[src/rtl/conv_window_seq_if.sv]
// ----------------------------------------------------------------------------
// conv_window_seq_if
// Bundle between the convolution window sequencer and its surroundings:
// the layer-controller handshake, the image RAM / kernel ROM read ports,
// the MAC controls and the output RAM write port.
//
// Modports
//   master : layer controller / memory side (drives start, hold, abort)
//   slave  : conv_window_seq (drives everything else)
//
// Signals
//   start      one-cycle request to run a full layer pass
//   hold       freeze request
//   abort      cancel a pass in progress
//   busy       sequencer is not idle
//   done       one-cycle pulse on pass completion
//   img_rd     image RAM read strobe,  img_addr  [ADDR_W-1:0]
//   kern_rd    kernel ROM read strobe, kern_addr [KADDR_W-1:0]
//   mac_clr    accumulator clear pulse
//   mac_en     accumulate enable, aligned with returned read data
//   out_wr     output RAM write strobe, out_addr [ADDR_W-1:0]
// ----------------------------------------------------------------------------
interface conv_window_seq_if #(
    parameter int ADDR_W  = 10,
    parameter int KADDR_W = 4
);
    logic               start;
    logic               hold;
    logic               abort;
    logic               busy;
    logic               done;
    logic               img_rd;
    logic [ADDR_W-1:0]  img_addr;
    logic               kern_rd;
    logic [KADDR_W-1:0] kern_addr;
    logic               mac_clr;
    logic               mac_en;
    logic               out_wr;
    logic [ADDR_W-1:0]  out_addr;

    modport master (
        output start, hold, abort,
        input  busy, done, img_rd, img_addr, kern_rd, kern_addr,
               mac_clr, mac_en, out_wr, out_addr
    );

    modport slave (
        input  start, hold, abort,
        output busy, done, img_rd, img_addr, kern_rd, kern_addr,
               mac_clr, mac_en, out_wr, out_addr
    );
endinterface

[src/rtl/conv_window_seq.sv]
// ----------------------------------------------------------------------------
// conv_window_seq
// Sequencer for a valid-mode KxK convolution over an IMG_W x IMG_H feature
// map. For every output pixel it clears the MAC, streams the K*K image and
// kernel reads, waits one cycle for the last read to return, and writes the
// result. Output pixels are produced in raster order.
//
// Ports
//   clk      rising-edge clock
//   reset_n  asynchronous active-low reset
//   bus      conv_window_seq_if.slave (handshake, memory ports, MAC controls)
//
// State table
//   state   | meaning
//   IDLE    | waiting for start (blocked while hold is high)
//   CLR     | mac_clr pulse for the next output pixel
//   RUN     | one image/kernel read per cycle, kc fastest, K*K reads
//   FLUSH   | last read data returning, no strobes
//   WRITE   | out_wr at row*OUT_W+col, advance col/row
//   DONE    | done pulse, back to IDLE
// ----------------------------------------------------------------------------
module conv_window_seq #(
    parameter int IMG_W   = 28,
    parameter int IMG_H   = 28,
    parameter int K       = 3,
    parameter int ADDR_W  = 10,
    parameter int KADDR_W = 4
) (
    input  logic              clk,
    input  logic              reset_n,
    conv_window_seq_if.slave  bus
);

    localparam int OUT_W = IMG_W - K + 1;
    localparam int OUT_H = IMG_H - K + 1;

    localparam logic [KADDR_W-1:0] K_LAST   = KADDR_W'(K - 1);
    localparam logic [KADDR_W-1:0] K_A      = KADDR_W'(K);
    localparam logic [ADDR_W-1:0]  COL_LAST = ADDR_W'(OUT_W - 1);
    localparam logic [ADDR_W-1:0]  ROW_LAST = ADDR_W'(OUT_H - 1);
    localparam logic [ADDR_W-1:0]  IMG_W_A  = ADDR_W'(IMG_W);
    localparam logic [ADDR_W-1:0]  OUT_W_A  = ADDR_W'(OUT_W);

    typedef enum logic [2:0] {
        S_IDLE,
        S_CLR,
        S_RUN,
        S_FLUSH,
        S_WRITE,
        S_DONE
    } state_t;

    state_t              r_state;
    state_t              w_next;

    logic [ADDR_W-1:0]   r_row;
    logic [ADDR_W-1:0]   r_col;
    logic [KADDR_W-1:0]  r_kr;
    logic [KADDR_W-1:0]  r_kc;
    logic                r_mac_en;

    logic                w_abort;
    logic                w_last_tap;
    logic                w_last_pix;

    logic                w_busy;
    logic                w_done;
    logic                w_img_rd;
    logic                w_kern_rd;
    logic                w_mac_clr;
    logic                w_out_wr;
    logic [ADDR_W-1:0]   w_img_addr;
    logic [KADDR_W-1:0]  w_kern_addr;
    logic [ADDR_W-1:0]   w_out_addr;

    // Abort is meaningless in IDLE; qualifying it here keeps IDLE start
    // handling independent of a stray abort level.
    assign w_abort    = bus.abort && (r_state != S_IDLE);
    assign w_last_tap = (r_kr == K_LAST) && (r_kc == K_LAST);
    assign w_last_pix = (r_row == ROW_LAST) && (r_col == COL_LAST);

    // ------------------------------------------------------------------
    // State register
    // ------------------------------------------------------------------
    always_ff @(posedge clk or negedge reset_n) begin
        if (!reset_n) begin
            r_state <= S_IDLE;
        end else begin
            r_state <= w_next;
        end
    end

    // ------------------------------------------------------------------
    // Next-state logic: abort beats hold, hold freezes everything else
    // ------------------------------------------------------------------
    always_comb begin
        w_next = r_state;
        if (w_abort) begin
            w_next = S_IDLE;
        end else if (!bus.hold) begin
            case (r_state)
                S_IDLE:  if (bus.start) w_next = S_CLR;
                S_CLR:   w_next = S_RUN;
                S_RUN:   if (w_last_tap) w_next = S_FLUSH;
                S_FLUSH: w_next = S_WRITE;
                S_WRITE: w_next = w_last_pix ? S_DONE : S_CLR;
                S_DONE:  w_next = S_IDLE;
                default: w_next = S_IDLE;
            endcase
        end
    end

    // ------------------------------------------------------------------
    // Window / pixel counters
    // ------------------------------------------------------------------
    always_ff @(posedge clk or negedge reset_n) begin
        if (!reset_n) begin
            r_row <= '0;
            r_col <= '0;
            r_kr  <= '0;
            r_kc  <= '0;
        end else if (!w_abort && !bus.hold) begin
            case (r_state)
                S_IDLE: begin
                    if (bus.start) begin
                        r_row <= '0;
                        r_col <= '0;
                        r_kr  <= '0;
                        r_kc  <= '0;
                    end
                end
                S_RUN: begin
                    // Both tap counters wrap on the last read, so the next
                    // window starts from kr=kc=0 without an extra clear.
                    if (r_kc == K_LAST) begin
                        r_kc <= '0;
                        r_kr <= (r_kr == K_LAST) ? '0 : r_kr + 1'b1;
                    end else begin
                        r_kc <= r_kc + 1'b1;
                    end
                end
                S_WRITE: begin
                    // The final pixel position is left in place so the
                    // counters still show where the pass ended.
                    if (!w_last_pix) begin
                        if (r_col == COL_LAST) begin
                            r_col <= '0;
                            r_row <= r_row + 1'b1;
                        end else begin
                            r_col <= r_col + 1'b1;
                        end
                    end
                end
                default: ;
            endcase
        end
    end

    // ------------------------------------------------------------------
    // Output decode: strobes come from registered state, only hold gates
    // them combinationally.
    // ------------------------------------------------------------------
    always_comb begin
        w_busy    = (r_state != S_IDLE);
        w_done    = 1'b0;
        w_img_rd  = 1'b0;
        w_kern_rd = 1'b0;
        w_mac_clr = 1'b0;
        w_out_wr  = 1'b0;
        if (!bus.hold) begin
            case (r_state)
                S_CLR:   w_mac_clr = 1'b1;
                S_RUN: begin
                    w_img_rd  = 1'b1;
                    w_kern_rd = 1'b1;
                end
                S_WRITE: w_out_wr = 1'b1;
                S_DONE:  w_done = 1'b1;
                default: ;
            endcase
        end
    end

    // Address arithmetic kept at full ADDR_W / KADDR_W width.
    assign w_img_addr  = (r_row + ADDR_W'(r_kr)) * IMG_W_A + r_col + ADDR_W'(r_kc);
    assign w_kern_addr = r_kr * K_A + r_kc;
    assign w_out_addr  = r_row * OUT_W_A + r_col;

    // Read data arrives one cycle after the strobe; mac_en tracks the
    // gated read strobe regardless of state so a hold bubble lines up.
    always_ff @(posedge clk or negedge reset_n) begin
        if (!reset_n) begin
            r_mac_en <= 1'b0;
        end else begin
            r_mac_en <= w_img_rd;
        end
    end

    assign bus.busy      = w_busy;
    assign bus.done      = w_done;
    assign bus.img_rd    = w_img_rd;
    assign bus.img_addr  = w_img_addr;
    assign bus.kern_rd   = w_kern_rd;
    assign bus.kern_addr = w_kern_addr;
    assign bus.mac_clr   = w_mac_clr;
    assign bus.mac_en    = r_mac_en;
    assign bus.out_wr    = w_out_wr;
    assign bus.out_addr  = w_out_addr;

endmodule

[src/flat_wrapper.sv]
// flat-port wrapper written by rule: the top's interface ports become plain ports
module conv_window_seq_flat 
#(
    parameter int IMG_W   = 28,
    parameter int IMG_H   = 28,
    parameter int K       = 3,
    parameter int ADDR_W  = 10,
    parameter int KADDR_W = 4
)
  (clk, reset_n, bus_start, bus_hold, bus_abort, bus_busy, bus_done, bus_img_rd, bus_img_addr, bus_kern_rd, bus_kern_addr, bus_mac_clr, bus_mac_en, bus_out_wr, bus_out_addr);
  conv_window_seq_if #(.ADDR_W(ADDR_W), .KADDR_W(KADDR_W)) bus_i ();
  input  logic clk;
  input  logic reset_n;
  input wire logic [$bits(bus_i.start)-1:0] bus_start;
  input wire logic [$bits(bus_i.hold)-1:0] bus_hold;
  input wire logic [$bits(bus_i.abort)-1:0] bus_abort;
  output wire logic [$bits(bus_i.busy)-1:0] bus_busy;
  output wire logic [$bits(bus_i.done)-1:0] bus_done;
  output wire logic [$bits(bus_i.img_rd)-1:0] bus_img_rd;
  output wire logic [$bits(bus_i.img_addr)-1:0] bus_img_addr;
  output wire logic [$bits(bus_i.kern_rd)-1:0] bus_kern_rd;
  output wire logic [$bits(bus_i.kern_addr)-1:0] bus_kern_addr;
  output wire logic [$bits(bus_i.mac_clr)-1:0] bus_mac_clr;
  output wire logic [$bits(bus_i.mac_en)-1:0] bus_mac_en;
  output wire logic [$bits(bus_i.out_wr)-1:0] bus_out_wr;
  output wire logic [$bits(bus_i.out_addr)-1:0] bus_out_addr;
  assign bus_i.start = bus_start;
  assign bus_i.hold = bus_hold;
  assign bus_i.abort = bus_abort;
  assign bus_busy = bus_i.busy;
  assign bus_done = bus_i.done;
  assign bus_img_rd = bus_i.img_rd;
  assign bus_img_addr = bus_i.img_addr;
  assign bus_kern_rd = bus_i.kern_rd;
  assign bus_kern_addr = bus_i.kern_addr;
  assign bus_mac_clr = bus_i.mac_clr;
  assign bus_mac_en = bus_i.mac_en;
  assign bus_out_wr = bus_i.out_wr;
  assign bus_out_addr = bus_i.out_addr;
  conv_window_seq #(.IMG_W(IMG_W), .IMG_H(IMG_H), .K(K), .ADDR_W(ADDR_W), .KADDR_W(KADDR_W)) u_core (.clk(clk), .reset_n(reset_n), .bus(bus_i));
endmodule
[config.mk]
export PLATFORM = sky130hd
export DESIGN_NAME = conv_window_seq_flat
export DESIGN_NICKNAME = d
export VERILOG_FILES = /design/src/rtl/conv_window_seq_if.sv /design/src/rtl/conv_window_seq.sv /design/src/flat_wrapper.sv
export SDC_FILE = /design/constraint.sdc
export NUM_CORES = 1
export LEC_CHECK = 0
export CAP_MARGIN = 20
export CORE_MARGIN = 1.5
export CORE_UTILIZATION = 64
export CTS_BUF_LIST = sky130_fd_sc_hd__clkbuf_16
export CTS_CLUSTER_DIAMETER = 80
export DETAILED_ROUTE_END_ITERATION = 6
export GPL_TIMING_DRIVEN = 0
export PLACE_DENSITY = 0.88
export SYNTH_ARGS = -nofsm -noshare
export SYNTH_HDL_FRONTEND = slang
export SYNTH_SLANG_ARGS = --single-unit
[constraint.sdc]
create_clock -name clk -period 12.72 [get_ports clk]
set_input_delay 1.272 -clock clk [delete_from_list [all_inputs] [get_ports clk]]
set_output_delay 1.272 -clock clk [all_outputs]
set_load 0.03 [all_outputs]
# --- Word-level counts from Yosys, hierarchy flattened ---
# Cells that the tools add are included.
word_totals:
  inputBits: 5
  ff_bits: 32
  out_inout_bits: 31
classes:
  mux: 27
  n_reduce_logical: 15
  eq_ne: 16
  add_sub_neg: 9
  n_mul: 3
ops:
  columns: ["op", "n"]
  rows:
  - ["$mux W10", 5]
  - ["$pmux W10 S2", 2]
  - ["$add A10 B1 Y10 const B", 2]
  - ["$add A10 B10 Y10", 2]
  - ["$add A10 B4 Y10", 2]
  - ["$eq A10 B5 Y1 const B", 2]
  - ["$mux W4", 4]
  - ["$pmux W4 S2", 2]
  - ["$mux W3", 5]
  - ["$pmux W3 S5", 1]
  - ["$mul A10 B3 Y8 const B", 1]
  - ["$mul A10 B4 Y9 const B", 1]
  - ["$add A4 B1 Y4 const B", 2]
  - ["$eq A4 B2 Y1 const B", 2]
  - ["$mux W1", 8]
  - ["$reduce_and A4 Y1", 2]
  - ["$eq A3 B2 Y1 const B", 2]
  - ["$eq A3 B3 Y1 const B", 2]
  - ["$ne A2 B1 Y1 const B", 3]
  - ["$reduce_and A3 Y1", 2]
  - ["$reduce_and A5 Y1", 1]
  - ["$add A4 B4 Y4", 1]
  - ["$logic_and A1 B1 Y1", 4]
  - ["$mul A4 B2 Y4 const B", 1]
  - ["8 further kinds", 11]

# --- Logic depth before layout (Yosys ltp) ---
logic_depth:
  ltp_word: 6
  depth_mapped: 19
  mapped_depth_nobuf: 19

# --- Worst setup path before layout ---
# No wires, ideal clock.
synth_path:
  path_type: "register to output"
  from: "register u_core.r_kr[0]"
  to: "output port bus_img_addr[9]"
  t_arrival_ps: 4326
  n_path_buf: 0
  path_stages_with_launch: 16
  slack_ps: 7122
  cell_sequence: "dfrtp_1 -> ha_1 -> inv_1 -> fa_1 -> xnor2_1 -> fa_1 -> ha_1 -> inv_1 -> fa_1 -> inv_1 -> ha_1 -> ha_1 -> or3_1 -> a21oi_1 -> a21oi_1 -> xnor2_1"
synth_between:
  elab_chain_len: 4
synth_rtl:
  columns: ["item", "line", "text"]
  rows:
  - ["start, declared", "conv_window_seq.sv:58", "logic [KADDR_W-1:0] r_kr;"]
  - ["start signal, assigned", "conv_window_seq.sv:137", "r_kr <= (r_kr == K_LAST) ? '0 : r_kr + 1'b1;"]
  - ["$add A10 B4 Y10", "conv_window_seq.sv:185", "assign w_img_addr = (r_row + ADDR_W'(r_kr)) * IMG_W_A + r_col + ADDR_W'(r_kc);"]
  - ["$mul A10 B3 Y8", "conv_window_seq.sv:185", null]
  - ["$add A10 B10 Y10", "conv_window_seq.sv:185", null]
  - ["$add A10 B4 Y10", "conv_window_seq.sv:185", null]
  - ["end, declared", "flat_wrapper.sv:20", "output wire logic [$bits(bus_i.img_addr)-1:0] bus_img_addr;"]
# Every way passes these cells.

# --- Worst setup path in the final report ---
# Ends and elaborated chain as after synthesis.

==> flow_metrics.env <==
export IMPL_status="complete, no violations"
export IMPL_critPathLaunchType="register"
export IMPL_die_h_um=80.5
export IMPL_post_drt_wl_per_cell_um=15.3
export IMPL_yosys_cell_types_count=58
export IMPL_power_uw=380
export IMPL_grt_max_degree=33
export IMPL_num_rows=28
export IMPL_antenna_found_initial=0
export IMPL_syn_area_per_cell_um2=8.71
export IMPL_clkSlewWorstSetupHoldPaths_ns=0.05
export IMPL_cts_max_level=2
export IMPL_cp_max_fo=9
export IMPL_cts_tree="built"
export IMPL_setup_ws_ns=6.02
export IMPL_hold_depth=1
export IMPL_fillers=420
export IMPL_ir_worst_vdd_uv=120
export IMPL_ff2ff_setup_slack_ns=10.41
export IMPL_port_buffer_count=35
export IMPL_setup_viol=0
export IMPL_area_growth_pct=15.1
export IMPL_root_buffer="clkbuf_16"
export IMPL_clkPwrFrac=0.306
export IMPL_power_density_mw_per_mm2=85.8
export IMPL_timing_fmax_ghz=0.149
export IMPL_critPathArrivalTime_ns=5.43
export IMPL_p_sw_frac=0.370
export IMPL_postCtsSetupRepairBufs=0
export IMPL_core_area_mm2=0.00585
export IMPL_rr_endpoint="u_core.r_col[9]"
export IMPL_crit_start="u_core.r_kr[0]"
export IMPL_end_kind="output pin"
export IMPL_wl_um=8550
export IMPL_cts_hold_buffers=0
export IMPL_synth_area_top_cells="dfrtp_1 (21%), ha_1 (20%), xnor2_1 (8.4%)"
export IMPL_p_int_uw=240
export IMPL_ioPinCount=36
export IMPL_slowest_stage="clkdlybuf4s50_1"
export IMPL_fin_nets=567
export IMPL_vias_per_cell=5.81
export IMPL_p_leak_uw=0.00226
export IMPL_dr_pass1_iters=4
export IMPL_ys_ff_latch=32
export IMPL_ys_warn_count=0
export IMPL_grt_pass1_wl_um=14200
export IMPL_vias=3256
export IMPL_fin_util=0.757
export IMPL_layout_drive_gt1_share=0.0577
export IMPL_async_reset_ff_frac=1.00
export IMPL_grt_pass1_vias=3093
export IMPL_cts_made_buffers=5
export IMPL_pwr_share_comb=0.386
export IMPL_hpwl_um=6670
export IMPL_cpPeakStageDelay_ns=0.68
export IMPL_synth_area_mm2=0.00385
export IMPL_crit_chain="ha_1 -> inv_1 -> fa_1 -> xnor2_1 -> fa_1 -> ha_1 -> inv_1 -> fa_1 -> inv_1 -> a21o_1 -> a21oi_1 -> xnor2_1 -> ha_1 -> xnor2_1 -> xnor2_1 -> xnor2_1 -> xnor2_1 -> xnor2_1 -> xnor2_1 -> clkdlybuf4s50_1"
export IMPL_die_area_mm2=0.00649
export IMPL_ant_nets=0
export IMPL_fin_crit_ns=6.70
export IMPL_rsz0062_at_grt="false"
export IMPL_drc_errors=0
export IMPL_slew_headroom=0.521
export IMPL_criticalPathCategory="reg2out"
export IMPL_cts_resized=0
export IMPL_die_w_um=80.5
export IMPL_worstSetupEndpoint="bus_img_addr[9]"
export IMPL_n_antenna_cell=0
export IMPL_reg2regPathDepth=8
export IMPL_globalplace_congestion=0.892
export IMPL_place_ws_ns=6.35
export IMPL_seq_power_share=0.308
export IMPL_tightest_slew_ns=0.718
export IMPL_multi_input_area_mm2=0.00275
export IMPL_hold_class="reg2reg"
export IMPL_finClkSkew_ns=0.00520
export IMPL_final_common_cell="ha_1"
export IMPL_first_iter_violations=154
export IMPL_synth_fp_nets=525
export IMPL_grt_remaining_overflow=0
export IMPL_clk_latency_ns=0.28
export IMPL_regArea_um2=801
export IMPL_synth_seq_area_share=0.208
export IMPL_worstPathRequired_ns=11.45
export IMPL_crit_path_frequent_cell="xnor2_1"
export IMPL_clk_path_buf_depth=2
export IMPL_hold_violations=0
export IMPL_fin_tns_setup_ns=0
export IMPL_clkSinkCount=32
export IMPL_max_cap_violations=0
export IMPL_track_usage=0.287
export IMPL_synthFlopType="dfrtp_1"
export IMPL_synth_top_area_share=0.208
export IMPL_final_cell_mix="ha_1 (62), inv_1 (57), xnor2_1 (37), clkdlybuf4s50_1 (34), dfrtp_1 (32)"
export IMPL_yosys_area_top_type="dfrtp_1"
export IMPL_post_route_period_util=0.527
export IMPL_power_net_switching_uw=141
export IMPL_syn_inst=442
export IMPL_synth_edf_count=0
export IMPL_start_util=0.658
export IMPL_final_max_slew_violation_count=0
export IMPL_rr_startpoint="u_core.r_row[3]"
[metrics by stage]
stage / cells / instance area [um^2] / hold slack [ns]
after global placement: 552 / 4290 / 0.526
after CTS: 560 / 4430 / 0.547
final: 560 / 4430 / 0.553
after detailed placement: 552 / 4290 / 0.540
after floorplan: 442 / 3850 / 0.487
after global routing: 560 / 4430 / 0.571
[Yosys cell counts (all sizes together) (2+ instances only)]
| cell type | count |
|---|---|
| a21oi | 24 |
| nand4 | 3 |
| dfrtp | 32 |
| buf | 10 |
| o31ai | 8 |
| mux2 | 2 |
| a31o | 2 |
| fa | 16 |
| nor2 | 26 |
| o21ai | 34 |
| nand2b | 6 |
| or2 | 5 |
| o41ai | 2 |
| inv | 58 |
| nor2b | 9 |
| and4 | 2 |
| nand3 | 12 |
| or3b | 2 |
| and3 | 9 |
| a21boi | 2 |
| clkbuf | 2 |
| or3 | 6 |
| o21a | 2 |
| nand2 | 25 |
| xor2 | 6 |
| a21o | 11 |
| a211oi | 2 |
| xnor2 | 37 |
| nor3 | 5 |
| ha | 62 |
| a31oi | 4 |
| o221ai | 2 |
[kinds of logic (layout without fill, tap and decap cells)]
group           Yosys count  after routing  synth area share
compound gates           99             99             0.161
xor+xnor                 43             43            0.0979
fa+ha+maj                78             78             0.285
buf+inv                  70            113            0.0774
flops                    32             32             0.208
mux                       3              3           0.00845
simple gates            117            117             0.163
[per-layer routing]
metal / track usage / vias to the layer above / part of all wire / wire (um)
met5: 0 / - / 0 / 0
met4: 0.105 / 0 / 0.021 / 178
met3: 0.0341 / 19 / 0.041 / 347
met2: 0.503 / 91 / 0.50 / 4280
met1: 0.361 / 1543 / 0.44 / 3750
li1: - / 1603 / - / -
[power groups by stage]
stage / combinational, uW / sequential [uW] / clock (uW)
after detailed placement: 147 / 119 / 0
after floorplan: 102 / 117 / 0
after CTS: 148 / 117 / 117
after global placement: 143 / 118 / 0
after global routing: 161 / 118 / 121
final: 147 / 117 / 116
[worst min path at each step]
stage                     from              end  slack, ns
2_1_floorplan   u_core.r_kr[3]   u_core.r_kr[3]       0.49
3_3_place_gp   u_core.r_row[8]  u_core.r_row[8]       0.53
3_5_place_dp   u_core.r_row[8]  u_core.r_row[8]       0.54
4_1_cts        u_core.r_row[8]  u_core.r_row[8]       0.55
5_1_grt        u_core.r_row[8]  u_core.r_row[8]       0.57
6_report       u_core.r_row[8]  u_core.r_row[8]       0.55
[sequential cells by signal (all words and copies together) (netlist names)]
| signal | count |
|---|---|
| u_core.bus.mac_en | 1 |
| u_core.r_state | 3 |
| u_core.r_kc | 4 |
| u_core.r_col | 10 |
| u_core.r_kr | 4 |
| u_core.r_row | 10 |
[critical path: cells and delay by family (launching register included)]
kind | cells | cell delay, ns
buffers and inverters | 4 | 0.89
xor gates and xnor gates | 8 | 1.53
adders and majority gates | 6 | 1.83
AOI/OAI and AO/OA | 2 | 0.35
DFF | 1 | 0.56
[final cells by class]
type                            count  share of cell area
Multi-Input combinational cell    340               0.621
Tap cell                           75              0.0212
Inverter                           58              0.0491
Timing Repair Buffer               35              0.0779
Clock inverter                      3             0.00423
Buffer                             12              0.0181
Sequential cell                    32               0.181
Clock buffer                        5              0.0282
Power figures use the tool's default switching activity.
